File: src/rtl/bus_hold_arbiter_if.sv
// Local-bus sharing signals between the HOLD/HLDA arbiter and its peers
// (processor HOLD/HLDA pins and the bus-master requesters).
interface bus_hold_arbiter_if #(
   parameter int unsigned NREQ = 2
);
   logic [NREQ-1:0] REQ;
   logic            HLDA;
   logic            HOLD;
   logic [NREQ-1:0] GNT;
   logic            BUS_OWNED;
   logic            PREEMPT;
   logic            ERR;

   modport master (
      input  REQ,
      input  HLDA,
      output HOLD,
      output GNT,
      output BUS_OWNED,
      output PREEMPT,
      output ERR
   );

   modport slave (
      output REQ,
      output HLDA,
      input  HOLD,
      input  GNT,
      input  BUS_OWNED,
      input  PREEMPT,
      input  ERR
   );
endinterface

File: src/rtl/bus_hold_arbiter.sv
// bus_hold_arbiter: round-robin HOLD/HLDA arbiter that lends the 8088 local
// bus to NREQ bus masters for bounded bursts, then returns it to the CPU.
module bus_hold_arbiter #(
   parameter int unsigned NREQ         = 2,
   parameter int unsigned MAX_BURST    = 16,
   parameter int unsigned TURNAROUND   = 1,
   parameter int unsigned HLDA_TIMEOUT = 64
) (
   input logic                CLK,
   input logic                RESET_N,
   bus_hold_arbiter_if.master bus
);
   localparam int unsigned OW     = (NREQ > 1) ? $clog2(NREQ) : 1;
   localparam int unsigned CMAX_A = (MAX_BURST > HLDA_TIMEOUT) ? MAX_BURST : HLDA_TIMEOUT;
   // The same counter also times the turnaround, so it must hold TURNAROUND-1 too
   localparam int unsigned CMAX   = (CMAX_A > TURNAROUND) ? CMAX_A : TURNAROUND;
   localparam int unsigned CW     = (CMAX > 1) ? $clog2(CMAX) : 1;

   localparam logic [CW-1:0] BURST_LAST = CW'(MAX_BURST - 1);
   localparam logic [CW-1:0] TO_LAST    = CW'(HLDA_TIMEOUT - 1);
   localparam logic [CW-1:0] TA_LAST    = CW'((TURNAROUND > 0) ? TURNAROUND - 1 : 0);

   typedef enum logic [2:0] {
      S_IDLE,
      S_HOLD_WAIT,
      S_GRANT,
      S_RELEASE,
      S_HLDA_WAIT
   } state_t;

   state_t          state_q, state_d;
   logic [OW-1:0]   owner_q, owner_d;
   logic [OW-1:0]   last_q, last_d;
   logic [CW-1:0]   cnt_q, cnt_d;
   logic            hold_q, hold_d;
   logic [NREQ-1:0] gnt_q, gnt_d;
   logic            owned_q;
   logic            preempt_q, preempt_d;
   logic            err_q, err_d;
   logic [NREQ-1:0] req;
   logic            hlda;
   logic [OW-1:0]   sel;
   logic [OW-1:0]   cand;
   logic            found;
   logic            leave;

   assign req           = bus.REQ;
   assign hlda          = bus.HLDA;
   assign bus.HOLD      = hold_q;
   assign bus.GNT       = gnt_q;
   assign bus.BUS_OWNED = owned_q;
   assign bus.PREEMPT   = preempt_q;
   assign bus.ERR       = err_q;

   // Round-robin pick: first active request after the last granted requester
   always_comb begin
      sel   = last_q;
      cand  = '0;
      found = 1'b0;
      for (int unsigned i = 1; i <= NREQ; i++) begin
         cand = OW'((32'(last_q) + i) % NREQ);
         if (!found && req[cand]) begin
            sel   = cand;
            found = 1'b1;
         end
      end
   end

   // Next state and next registered outputs
   always_comb begin
      state_d   = state_q;
      owner_d   = owner_q;
      last_d    = last_q;
      cnt_d     = cnt_q;
      hold_d    = hold_q;
      gnt_d     = gnt_q;
      preempt_d = 1'b0;
      err_d     = 1'b0;
      leave     = 1'b0;
      case (state_q)
         S_IDLE: begin
            if (|req) begin
               owner_d = sel;
               hold_d  = 1'b1;
               cnt_d   = '0;
               state_d = S_HOLD_WAIT;
            end
         end
         S_HOLD_WAIT: begin
            cnt_d = cnt_q + CW'(1);
            if (!req[owner_q]) begin
               hold_d  = 1'b0;
               cnt_d   = '0;
               state_d = S_HLDA_WAIT;
            end else if (cnt_q == TO_LAST) begin
               err_d   = 1'b1;
               hold_d  = 1'b0;
               cnt_d   = '0;
               state_d = S_HLDA_WAIT;
            end else if (hlda) begin
               gnt_d          = '0;
               gnt_d[owner_q] = 1'b1;
               cnt_d          = '0;
               last_d         = owner_q;
               preempt_d      = (MAX_BURST == 1);
               state_d        = S_GRANT;
            end
         end
         S_GRANT: begin
            cnt_d = cnt_q + CW'(1);
            if (!hlda) begin
               err_d = 1'b1;
               leave = 1'b1;
            end else if (!req[owner_q] || cnt_q == BURST_LAST) begin
               leave = 1'b1;
            end else begin
               // PREEMPT is registered, so it is raised on the edge that enters the last cycle
               preempt_d = (cnt_d == BURST_LAST);
            end
            if (leave) begin
               gnt_d = '0;
               cnt_d = '0;
               if (TURNAROUND == 0) begin
                  hold_d  = 1'b0;
                  state_d = S_HLDA_WAIT;
               end else begin
                  state_d = S_RELEASE;
               end
            end
         end
         S_RELEASE: begin
            cnt_d = cnt_q + CW'(1);
            if (cnt_q == TA_LAST) begin
               hold_d  = 1'b0;
               cnt_d   = '0;
               state_d = S_HLDA_WAIT;
            end
         end
         S_HLDA_WAIT: begin
            if (!hlda) begin
               state_d = S_IDLE;
            end
         end
         default: begin
            state_d = S_IDLE;
         end
      endcase
   end

   // State, counter and registered outputs; reset clears GNT/HOLD at once
   always_ff @(posedge CLK or negedge RESET_N) begin
      if (!RESET_N) begin
         state_q   <= S_IDLE;
         owner_q   <= '0;
         last_q    <= OW'(NREQ - 1);
         cnt_q     <= '0;
         hold_q    <= 1'b0;
         gnt_q     <= '0;
         owned_q   <= 1'b0;
         preempt_q <= 1'b0;
         err_q     <= 1'b0;
      end else begin
         state_q   <= state_d;
         owner_q   <= owner_d;
         last_q    <= last_d;
         cnt_q     <= cnt_d;
         hold_q    <= hold_d;
         gnt_q     <= gnt_d;
         owned_q   <= |gnt_d;
         preempt_q <= preempt_d;
         err_q     <= err_d;
      end
   end

   a_gnt_onehot: assert property (@(posedge CLK) disable iff (!RESET_N) $onehot0(gnt_q));
   a_gnt_hold:   assert property (@(posedge CLK) disable iff (!RESET_N)
                                  (|gnt_q) |-> (hold_q && $past(hlda)));
endmodule

File: src/flat_wrapper.sv
// flat-port wrapper written by rule: the top's interface ports become plain ports
module bus_hold_arbiter_flat 
#(
   parameter int unsigned NREQ         = 2,
   parameter int unsigned MAX_BURST    = 16,
   parameter int unsigned TURNAROUND   = 1,
   parameter int unsigned HLDA_TIMEOUT = 64
)
  (CLK, RESET_N, bus_REQ, bus_HLDA, bus_HOLD, bus_GNT, bus_BUS_OWNED, bus_PREEMPT, bus_ERR);
  bus_hold_arbiter_if #(.NREQ(NREQ)) bus_i ();
  input logic CLK;
  input logic RESET_N;
  input wire logic [$bits(bus_i.REQ)-1:0] bus_REQ;
  input wire logic [$bits(bus_i.HLDA)-1:0] bus_HLDA;
  output wire logic [$bits(bus_i.HOLD)-1:0] bus_HOLD;
  output wire logic [$bits(bus_i.GNT)-1:0] bus_GNT;
  output wire logic [$bits(bus_i.BUS_OWNED)-1:0] bus_BUS_OWNED;
  output wire logic [$bits(bus_i.PREEMPT)-1:0] bus_PREEMPT;
  output wire logic [$bits(bus_i.ERR)-1:0] bus_ERR;
  assign bus_i.REQ = bus_REQ;
  assign bus_i.HLDA = bus_HLDA;
  assign bus_HOLD = bus_i.HOLD;
  assign bus_GNT = bus_i.GNT;
  assign bus_BUS_OWNED = bus_i.BUS_OWNED;
  assign bus_PREEMPT = bus_i.PREEMPT;
  assign bus_ERR = bus_i.ERR;
  bus_hold_arbiter #(.NREQ(NREQ), .MAX_BURST(MAX_BURST), .TURNAROUND(TURNAROUND), .HLDA_TIMEOUT(HLDA_TIMEOUT)) u_core (.CLK(CLK), .RESET_N(RESET_N), .bus(bus_i));
endmodule
File: config.mk
export PLATFORM = sky130hd
export DESIGN_NAME = bus_hold_arbiter_flat
export DESIGN_NICKNAME = d
export VERILOG_FILES = /design/src/rtl/bus_hold_arbiter_if.sv /design/src/rtl/bus_hold_arbiter.sv /design/src/flat_wrapper.sv
export SDC_FILE = /design/constraint.sdc
export NUM_CORES = 1
export LEC_CHECK = 0
export BUFFER_PORTS_ARGS = -buffer_cell sky130_fd_sc_hd__buf_4
export CAP_MARGIN = 10
export CORE_MARGIN = 2
export CORE_UTILIZATION = 55
export CTS_CLUSTER_SIZE = 14
export DETAILED_ROUTE_END_ITERATION = 10
export GPL_TIMING_DRIVEN = 0
export PLACE_DENSITY = 0.75
export SYNTH_ARGS = -nofsm -noshare
export SYNTH_HDL_FRONTEND = slang
export SYNTH_SLANG_ARGS = --single-unit
File: constraint.sdc
create_clock -name CLK -period 3.6 [get_ports CLK]
set_clock_uncertainty 0.1 [all_clocks]
set_input_delay 0.72 -clock CLK [delete_from_list [all_inputs] [get_ports CLK]]
set_output_delay 0.72 -clock CLK [all_outputs]
set_load 0.005 [all_outputs]
* Word-level counts from Yosys, hierarchy flattened
Cells that the tools add are included.
** Cells by class
- Div/mod/pow operators :: 0
- $add $sub $neg :: 3
- Magnitude comparators :: 4
- Multipliers :: 0
- Mux-type cells :: 46
- Bitwise logic cells :: 1
- Eq/ne operators :: 13
- Reductions and logical operators :: 16
- Shifts and indexed selects :: 0
** Operators by type and width (number)
- 6-bit two-way mux :: 6
- 6-bit case mux with 4 select lines :: 1
- 1-bit two-way mux :: 23
- 3-bit two-way mux :: 7
- 3-bit case mux with 5 select lines :: 1
- 6-bit by 4-bit equality test with 1-bit output, second input constant :: 2
- 2-bit two-way mux :: 4
- 4-bit AND reduction :: 2
- 6-bit by 1-bit adder with 6-bit output, second input constant :: 1
- 3-bit by 2-bit equality test with 1-bit output, second input constant :: 2
- 6-bit equality test, second input constant :: 1
- 6-bit logical NOT :: 1
- 1-bit by 2-bit less-than comparator with 1-bit output, second input constant :: 3
- 2-bit by 1-bit inequality test with 1-bit output, second input constant :: 3
- 5-bit AND reduction :: 1
- 4-bit inequality test, second input constant :: 1
- 2-bit case mux with 2 select lines :: 1
- 2-bit AND reduction :: 2
- 4-bit nonzero test :: 1
- 2-bit OR reduction :: 2
- 3-bit by 1-bit equality test with 1-bit output, second input constant :: 1
- 3-bit equality test, second input constant :: 1
- 3-bit logical NOT :: 1
- 3-bit inequality test, second input constant :: 1
- other kinds (11) :: 14
** Word-level totals
- Bits in latches :: 0
- Word-level logic and storage cells :: 92
- Register bits :: 17
- Output and inout port bits :: 6
- Memory bits (read-only) :: 0
- Memory bits (writable) :: 0
- Memories kept :: 0
- Input port bits :: 5

* Depth between registers and ports, before layout
Gate-level depths: netlist (run 1).
- Depth in word-level cells :: 10
- Depth in mapped cells :: 7

* Least setup slack after synthesis (run 1)
No wires, ideal clock.
- Path kind :: input -> register
- Start :: input bus_REQ[1]
- End :: register u_core.state_q[0]
- Stages :: 4
- Path buffers :: 0
- Setup slack :: 1.548 ns
- Arrival time :: 1.827 ns
- Library setup time :: 0.125 ns
- Cell sequence :: mux2i_2 -> a31oi_4 -> a311o_4 -> mux2_4
** Between the ends
- Word-level cells in the longest chain between the ends :: 9
** RTL lines
- start, declared :: RTL line flat_wrapper.sv:13 : input wire logic [$bits(bus_i.REQ)-1:0] bus_REQ;
- 1-bit two-way mux (implied by the code) (2 in a row) :: RTL line bus_hold_arbiter.sv:91, bus_hold_arbiter.sv:114
- 1-bit logical NOT
- 1-bit logical OR :: RTL line bus_hold_arbiter.sv:114 : end else if (!req[owner_q] || cnt_q == BURST_LAST) begin
- 1-bit two-way mux :: RTL line bus_hold_arbiter.sv:114
- 1-bit two-way mux :: RTL line bus_hold_arbiter.sv:111 : if (!hlda) begin
- 1-bit two-way mux :: RTL line bus_hold_arbiter.sv:80 : case (state_q)
- 2-bit by 1-bit inequality test with 1-bit output (no source line)
- 5-bit AND reduction (no source line)
- end signal, assigned :: RTL line bus_hold_arbiter.sv:163 : state_q <= state_d;
- end, declared :: RTL line bus_hold_arbiter.sv:31 : state_t state_q, state_d;
Parallel ways exist; a longest one is shown, timed or not. The select of a mux whose other input is x is not followed.
A chain may end at the register's enable or synchronous reset.

* Final worst setup path (run 1)
- Start :: register u_core.cnt_q[1]
- End :: register u_core.state_q[0]
** Between the ends
- Word-level cells in the longest chain between the ends :: 7
** RTL lines
- start, declared :: RTL line bus_hold_arbiter.sv:34 : logic [CW-1:0] cnt_q, cnt_d;
- start signal, assigned :: RTL line bus_hold_arbiter.sv:166 : cnt_q <= cnt_d;
- 6-bit by 4-bit equality test with 1-bit output :: RTL line bus_hold_arbiter.sv:114
- 1-bit logical OR :: RTL line bus_hold_arbiter.sv:114
- 1-bit two-way mux :: RTL line bus_hold_arbiter.sv:114
- 1-bit two-way mux :: RTL line bus_hold_arbiter.sv:111
- 1-bit two-way mux :: RTL line bus_hold_arbiter.sv:80
- 2-bit by 1-bit inequality test with 1-bit output (no source line)
- 5-bit AND reduction (no source line)
Parallel ways exist; a longest one is shown, timed or not. The select of a mux whose other input is x is not followed.

==> results.toml, run 1 <==
[status]
status = "completed"

[timing]
worst_pin_slew_ns = 0.3986
holdWs_ns = 0.1594
final.period_utilization = 0.6028
rsz0062_at_grt = "no"
finalSetupViolations = 0
hold_viol_final = 0
fin_crit_ns = 2.170
final_max_slew_viol_count = 0
relSlewSlack = 0.7290
tns_ns = 0
fmax_mhz = 460.8

[synthesis]
syn_area_um2 = 1057
synth_fa_ha_area_frac = 0.03550
avgSynthCellArea_um2 = 9.356
ys_seq_area_frac = 0.4036
synth_compound_area_frac = 0.2225
synth_xor_area_frac = 0.01657
yosysWarnings = 0
synthSimpleGateAreaFrac = 0.2047
async_flop_share = 1.000
synth_cell_types = 42
synth_cells = 113
synthMuxAreaShare = 0.05680
synth_flop_cell = "dfrtp_1"
synth_top_cell_by_area = "dfrtp_1"
synth.area.top_cells = "dfrtp_1, nor2_1, ha_1"
synth-seq-cells = 17
synth_top_area_frac = 0.3787
synth_nets = 121
synth_top_family_by_area = "compound AO/OA/AOI/OAI gates"
synth-edff-count = 0

[setup_path]
critical_path_class = "reg2reg"
start_kind = "flip-flop"
crit_required_ns = 3.70
cp_slowest_cell = "a311o_4"
endpoint_kind = "flip-flop"
r2r_cells = 6
cp.arrival_ns = 2.27
reg2reg_to = "u_core.state_q[0]"
regToRegStartpoint = "u_core.cnt_q[1]"
crit_chain = "ha_1 -> and3_1 -> buf_6 -> a31oi_4 -> a311o_4 -> mux2_4"
critical_path.max_stage_delay_ns = 0.49
path_max_fanout = 7
r2r_slack_ns = 1.43

[placement]
dp_cells = 148
gp_routability_congestion = 0.8466
dp_hpwl_um = 1496
io_buffers = 10

[final_layout]
synthToLayoutAreaGrowth_pct = 12.54
final_layout_size_suffix_gt1_frac = 0.2047
fin_cells = 152
fin_nets = 136
fillCellCount = 153
seq_area_um2 = 426.7
antennaDiodeCount = 0
multi_input_area_um2 = 566.8

[power_and_ir_drop]
p_switching_uw = 301.8
p_sw_frac = 0.4029
clkPwrFrac = 0.141
comb_power_share = 0.479
pwr-share-seq = 0.380
p_int_uw = 447.2
pwr_density_cell_nw_per_um2 = 629.4
power_uw = 749.0
power_leakage_uw = 0.0005573
ir_worst_vdd_mv = 0.4407

[floorplanning]
fp-row-count = 15
start_util = 0.5993
die_w_um = 47.85
core_um2 = 1764
fp.dieH_um = 47.85
ios = 11
fp.dieArea_um2 = 2289

[clocking]
cts-htree-levels = 1
clk_latency_ns = 0.30
cts_tree = "yes"
clkTransAtPathRegs_ns = 0.10
cts_num_sinks = 17
clk_path_buf_depth = 2
cts-root-buf = "clkbuf_4"
postCtsResizedCells = 0
cts_setup_buffers = 0
cts-buffers-inserted = 3
cts_hold_buffers = 0

[min_path]
hold_class = "in2async"

[drt]
wl_um = 2077
drt_iter0_drc = 24
post_drt_wl_per_cell_um = 13.66
antenna_left = 0
drcViolationCount = 0
via_per_inst = 5.717
drt_pass1_iterations = 4
via_count = 869

[global_route]
antenna_found_initial = 0
overflow = 0
grt_max_degree = 18
first_global_vias = 814
grt_pass1_wl_um = 3553
grt_use_total = 0.2225

[flow_run]
drv_cap = 0
## per-layer routing
layer / GRT usage / vias up / part of all wire
li1: - / 436 / -
met1: 0.3157 / 411 / 0.52
met2: 0.3253 / 17 / 0.43
met3: 0.04528 / 5 / 0.033
met4: 0.09730 / 0 / 0.019
met5: 0 / - / 0
## registers in the layout, indices dropped and copies added, names as in the netlist
signal,count
u_core.bus.BUS_OWNED,1
u_core.bus.ERR,1
u_core.bus.GNT,2
u_core.bus.HOLD,1
u_core.bus.PREEMPT,1
u_core.cnt_q,6
u_core.last_q,1
u_core.owner_q,1
u_core.state_q,3
## power groups by stage
stage                     sequential [uW]  combinational (uW)  clock, uW
after floorplan                       282                 263          0
after global placement                286                 350          0
after detailed placement              288                 357          0
after CTS                             284                 358        108
after global routing                  290                 402        118
final                                 285                 359        106
## final cells by class
type	count	share of cell area
plain buffers	8	0.04101
clock buffers	4	0.02208
inverters	4	0.01262
multi-input cells	84	0.4763
flip-flops and latches	17	0.3586
well taps	25	0.02629
repair buffers	10	0.06309
## cells by family (layout without fill, tap and decap cells)
kind of cell	after synthesis	after routing
compound gates	29	29
fa+ha+maj	3	3
simple gates	45	45
xor+xnor	2	2
flops	17	17
buf+inv	12	26
mux	5	5
## worst max-delay path by stage
| stage | to | from | depth (start not counted) | slack (ns) |
|---|---|---|---|---|
| final | u_core.state_q[0] | u_core.cnt_q[1] | 6 | 1.43 |
| after global routing | u_core.bus.BUS_OWNED | u_core.cnt_q[1] | 7 | 1.30 |
| after CTS | u_core.state_q[0] | u_core.cnt_q[1] | 6 | 1.43 |
| after detailed placement | u_core.state_q[0] | bus_REQ[0] | 5 | 1.28 |
| after global placement | u_core.state_q[0] | bus_REQ[0] | 5 | 1.28 |
| after floorplan | u_core.state_q[0] | bus_REQ[1] | 4 | 1.55 |
## through the flow
stage          setup WS, ns    util  cell area (um2)
2_1_floorplan         1.548       -             1057
3_3_place_gp          1.277  0.6596             1164
3_5_place_dp          1.281  0.6596             1164
4_1_cts               1.431  0.6745             1190
5_1_grt               1.296  0.6745             1190
6_report              1.430  0.6745             1190
## worst max-delay path: cells and delay by family (launching register included)
kind                       cells  cell delay, ns
buffers and inverters          1            0.13
muxes                          1            0.31
AOI/OAI and AO/OA              2            0.64
adders and majority gates      1            0.26
and+or+nand+nor                1            0.20
DFF                            1            0.43
## layout by cell type, fill, tap and decap left out, drive strengths merged, types with 2 or more instances in the layout
cell type / Yosys / final
o311ai: 2 / 2
nor2b: 2 / 2
mux2: 2 / 2
a21oi: 4 / 4
o21ai: 7 / 7
mux2i: 3 / 3
a22o: 2 / 2
xnor2: 2 / 2
inv: 4 / 4
a211oi: 2 / 2
a31oi: 5 / 5
dfrtp: 16 / 16
o31ai: 2 / 2
nor2: 16 / 16
nand2: 9 / 9
buf: 4 / 14
nand3: 3 / 3
clkbuf: 4 / 8
and3: 2 / 2
nor3: 6 / 6
ha: 3 / 3
## Yosys cell counts (3+ instances only)
cell type,n
dfrtp_1,16
nor2_1,16
nand2_1,9
nor3_1,6
o21ai_0,6
a21oi_1,4
a31oi_1,4
inv_1,4
clkbuf_1,3
ha_1,3
nand3_1,3
(Power assumes the default switching activity.)
==> inputs of run 2 (changes only) <==
==> constraint.sdc (replaced) <==
create_clock -name CLK -period 2.1 [get_ports CLK]
set_clock_uncertainty 0.1 [all_clocks]
set_input_delay 0.42 -clock CLK [delete_from_list [all_inputs] [get_ports CLK]]
set_output_delay 0.42 -clock CLK [all_outputs]
set_load 0.005 [all_outputs]
==> run 2 against run 1 <==
Net effect:
- critical endpoint unchanged
- flip-flop and latch count is the same
- cell count increased by 3.3%
- via count grew 3.8%
- global-route usage is the same
- clock power up 71%
- power rose by 77%
- first-iteration DRC count increased by 4.2%
- critical path depth unchanged
==> results.toml, run 2 (same netlist as run 1, synthesis figures left out) <==
[status]
status = "completed"

[power_and_ir_drop]
clkPwrFrac = 0.136
p_sw_frac = 0.3994
pwr_density_cell_nw_per_um2 = 1073
power_uw = 1329
pwr-share-seq = 0.362
p_switching_uw = 530.8
p_int_uw = 798.3
ir_worst_vdd_mv = 0.7554
comb_power_share = 0.502
power_leakage_uw = 0.0005806

[drt]
via_count = 902
wl_um = 2159
post_drt_wl_per_cell_um = 13.75
drcViolationCount = 0
drt_pass1_iterations = 4
drt_iter0_drc = 25
antenna_left = 0
via_per_inst = 5.745

[timing]
fin_ws_ns = 0.07066
finalSetupViolations = 0
rsz0062_at_grt = "no"
final_max_slew_viol_count = 0
hold_viol_final = 0
relSlewSlack = 0.7235
fmax_mhz = 492.8
worst_pin_slew_ns = 0.4066
tns_ns = 0
fin_crit_ns = 2.029
final.period_utilization = 0.9664

[min_path]
worstHoldPathCells = 2
hold_class = "in2reg"
hp-start = "bus_REQ[1]"
holdPathEnd = "u_core.owner_q"

[floorplanning]
die_w_um = 47.85
fp.dieH_um = 47.85
fp.dieArea_um2 = 2289
start_util = 0.5993
core_um2 = 1764
fp-row-count = 15
ios = 11

[setup_path]
crit_chain = "ha_2 -> and3_1 -> buf_6 -> a31oi_4 -> a311o_4 -> mux2_4"
crit_required_ns = 2.19
critPathTopFamily = "compound AO/OA/AOI/OAI gates"
reg2reg_to = "u_core.state_q[0]"
path_max_fanout = 7
r2r_slack_ns = 0.07
endpoint_kind = "flip-flop"
worst-path-buf-inv = 1
regToRegStartpoint = "u_core.cnt_q[0]"
cp_slowest_cell = "a311o_4"
critical_path.max_stage_delay_ns = 0.48
critical_path.startpoint = "u_core.cnt_q[0]"
critical_path_class = "reg2reg"
r2r_cells = 6
cp.arrival_ns = 2.12
start_kind = "flip-flop"

[clocking]
cts-root-buf = "clkbuf_4"
cts-buffers-inserted = 3
clk_path_buf_depth = 2
clkTransAtPathRegs_ns = 0.10
cts_num_sinks = 17
cts_tree = "yes"
cts-htree-levels = 1
clk_latency_ns = 0.30

[flow_run]
drv_cap = 0

[placement]
place_ws_ns = -0.04133
io_buffers = 10
gp_routability_congestion = 0.8466
dp_hpwl_um = 1496
placed_cell_area_um2 = 1164

[global_route]
first_global_vias = 820
antenna_found_initial = 0
grt_use_total = 0.2225
grt_pass1_wl_um = 3553
overflow = 0
grt_max_degree = 18

[final_layout]
fillCellCount = 146
final_layout_size_suffix_gt1_frac = 0.2424
antennaDiodeCount = 0
fin_nets = 141
post-route-cell-area_um2 = 1239
regMostFlops = "u_core.cnt_q"
layout_common_cells = "nor2_1, dfrtp_1, buf_4, nand2_1"
largest_register_ffs = 6
synthToLayoutAreaGrowth_pct = 17.16
[run 2: cell types whose count changed in the layout (fill, tap and decap cells not counted)]
| cell | previous run | this run |
|---|---|---|
| buf_4 | 10 | 14 |
| dlygate4sd3_1 | 0 | 1 |
| ha_1 | 3 | 2 |
| ha_2 | 0 | 1 |
| nor4_1 | 1 | 0 |
| nor4_2 | 0 | 1 |
[run 2: worst reg2reg max path: stages (launching register included)]
cell and delay [ns]:
dfrtp_1 0.37, ha_2 0.23, and3_1 0.18, buf_6 0.13, a31oi_4 0.12, a311o_4 0.48
mux2_4 0.31
[run 2: cell type report]
type / instances / area [um2] / share of cell area
multi-input cells: 84 / 575.6 / 0.4646
flip-flops and latches: 17 / 426.7 / 0.3444
repair buffers: 15 / 115.1 / 0.09293
plain buffers: 8 / 48.80 / 0.03939
well taps: 25 / 31.28 / 0.02525
clock buffers: 4 / 26.28 / 0.02121
inverters: 4 / 15.01 / 0.01212
[run 2: routing by layer]
layer	share of wire	up-vias	GRT usage	wire (um)
met5	0	-	0	0
met3	0.042	5	0.04528	91
met2	0.45	23	0.3253	968
met4	0.018	0	0.09730	39
met1	0.49	432	0.3157	1059
li1	-	442	-	-
[run 2: how the worst max path moves through the flow]
stage / cells after the start / slack (ns) / end
2_1_floorplan: 6 / 0.12 / u_core.state_q[0]
3_3_place_gp: 6 / -0.009 / u_core.state_q[0]
3_5_place_dp: 6 / -0.04 / u_core.state_q[0]
4_1_cts: 6 / 0.05 / u_core.state_q[0]
5_1_grt: 6 / 0.01 / u_core.state_q[0]
6_report: 6 / 0.07 / u_core.state_q[0]
[run 2: timing repair]
| item | CTS | global route |
|---|---|---|
| setup endpoints to repair | 3 | 4 |
| pin swaps | 0 | 1 |
| setup buffers | 2 | 2 |
| gates resized for setup | 1 | 1 |
| hold buffers | 1 | 0 |
| endpoints found under the hold margin | 16 | 0 |
| cloned | 0 | 0 |
[run 2: power by group through the flow]
stage | registers (uW) | logic (uW) | clock network [uW]
2_1_floorplan | 483 | 450 | 0
3_3_place_gp | 490 | 600 | 0
3_5_place_dp | 493 | 611 | 0
4_1_cts | 479 | 643 | 185
5_1_grt | 490 | 742 | 202
6_report | 481 | 667 | 181
[run 2: per-stage QoR]
step           utilization  instances  hold slack (ns)
2_1_floorplan            -        113          0.02441
3_3_place_gp        0.6596        148           0.1903
3_5_place_dp        0.6596        148           0.1921
4_1_cts             0.6901        155           0.2957
5_1_grt             0.7021        157           0.2945
6_report            0.7021        157           0.2985
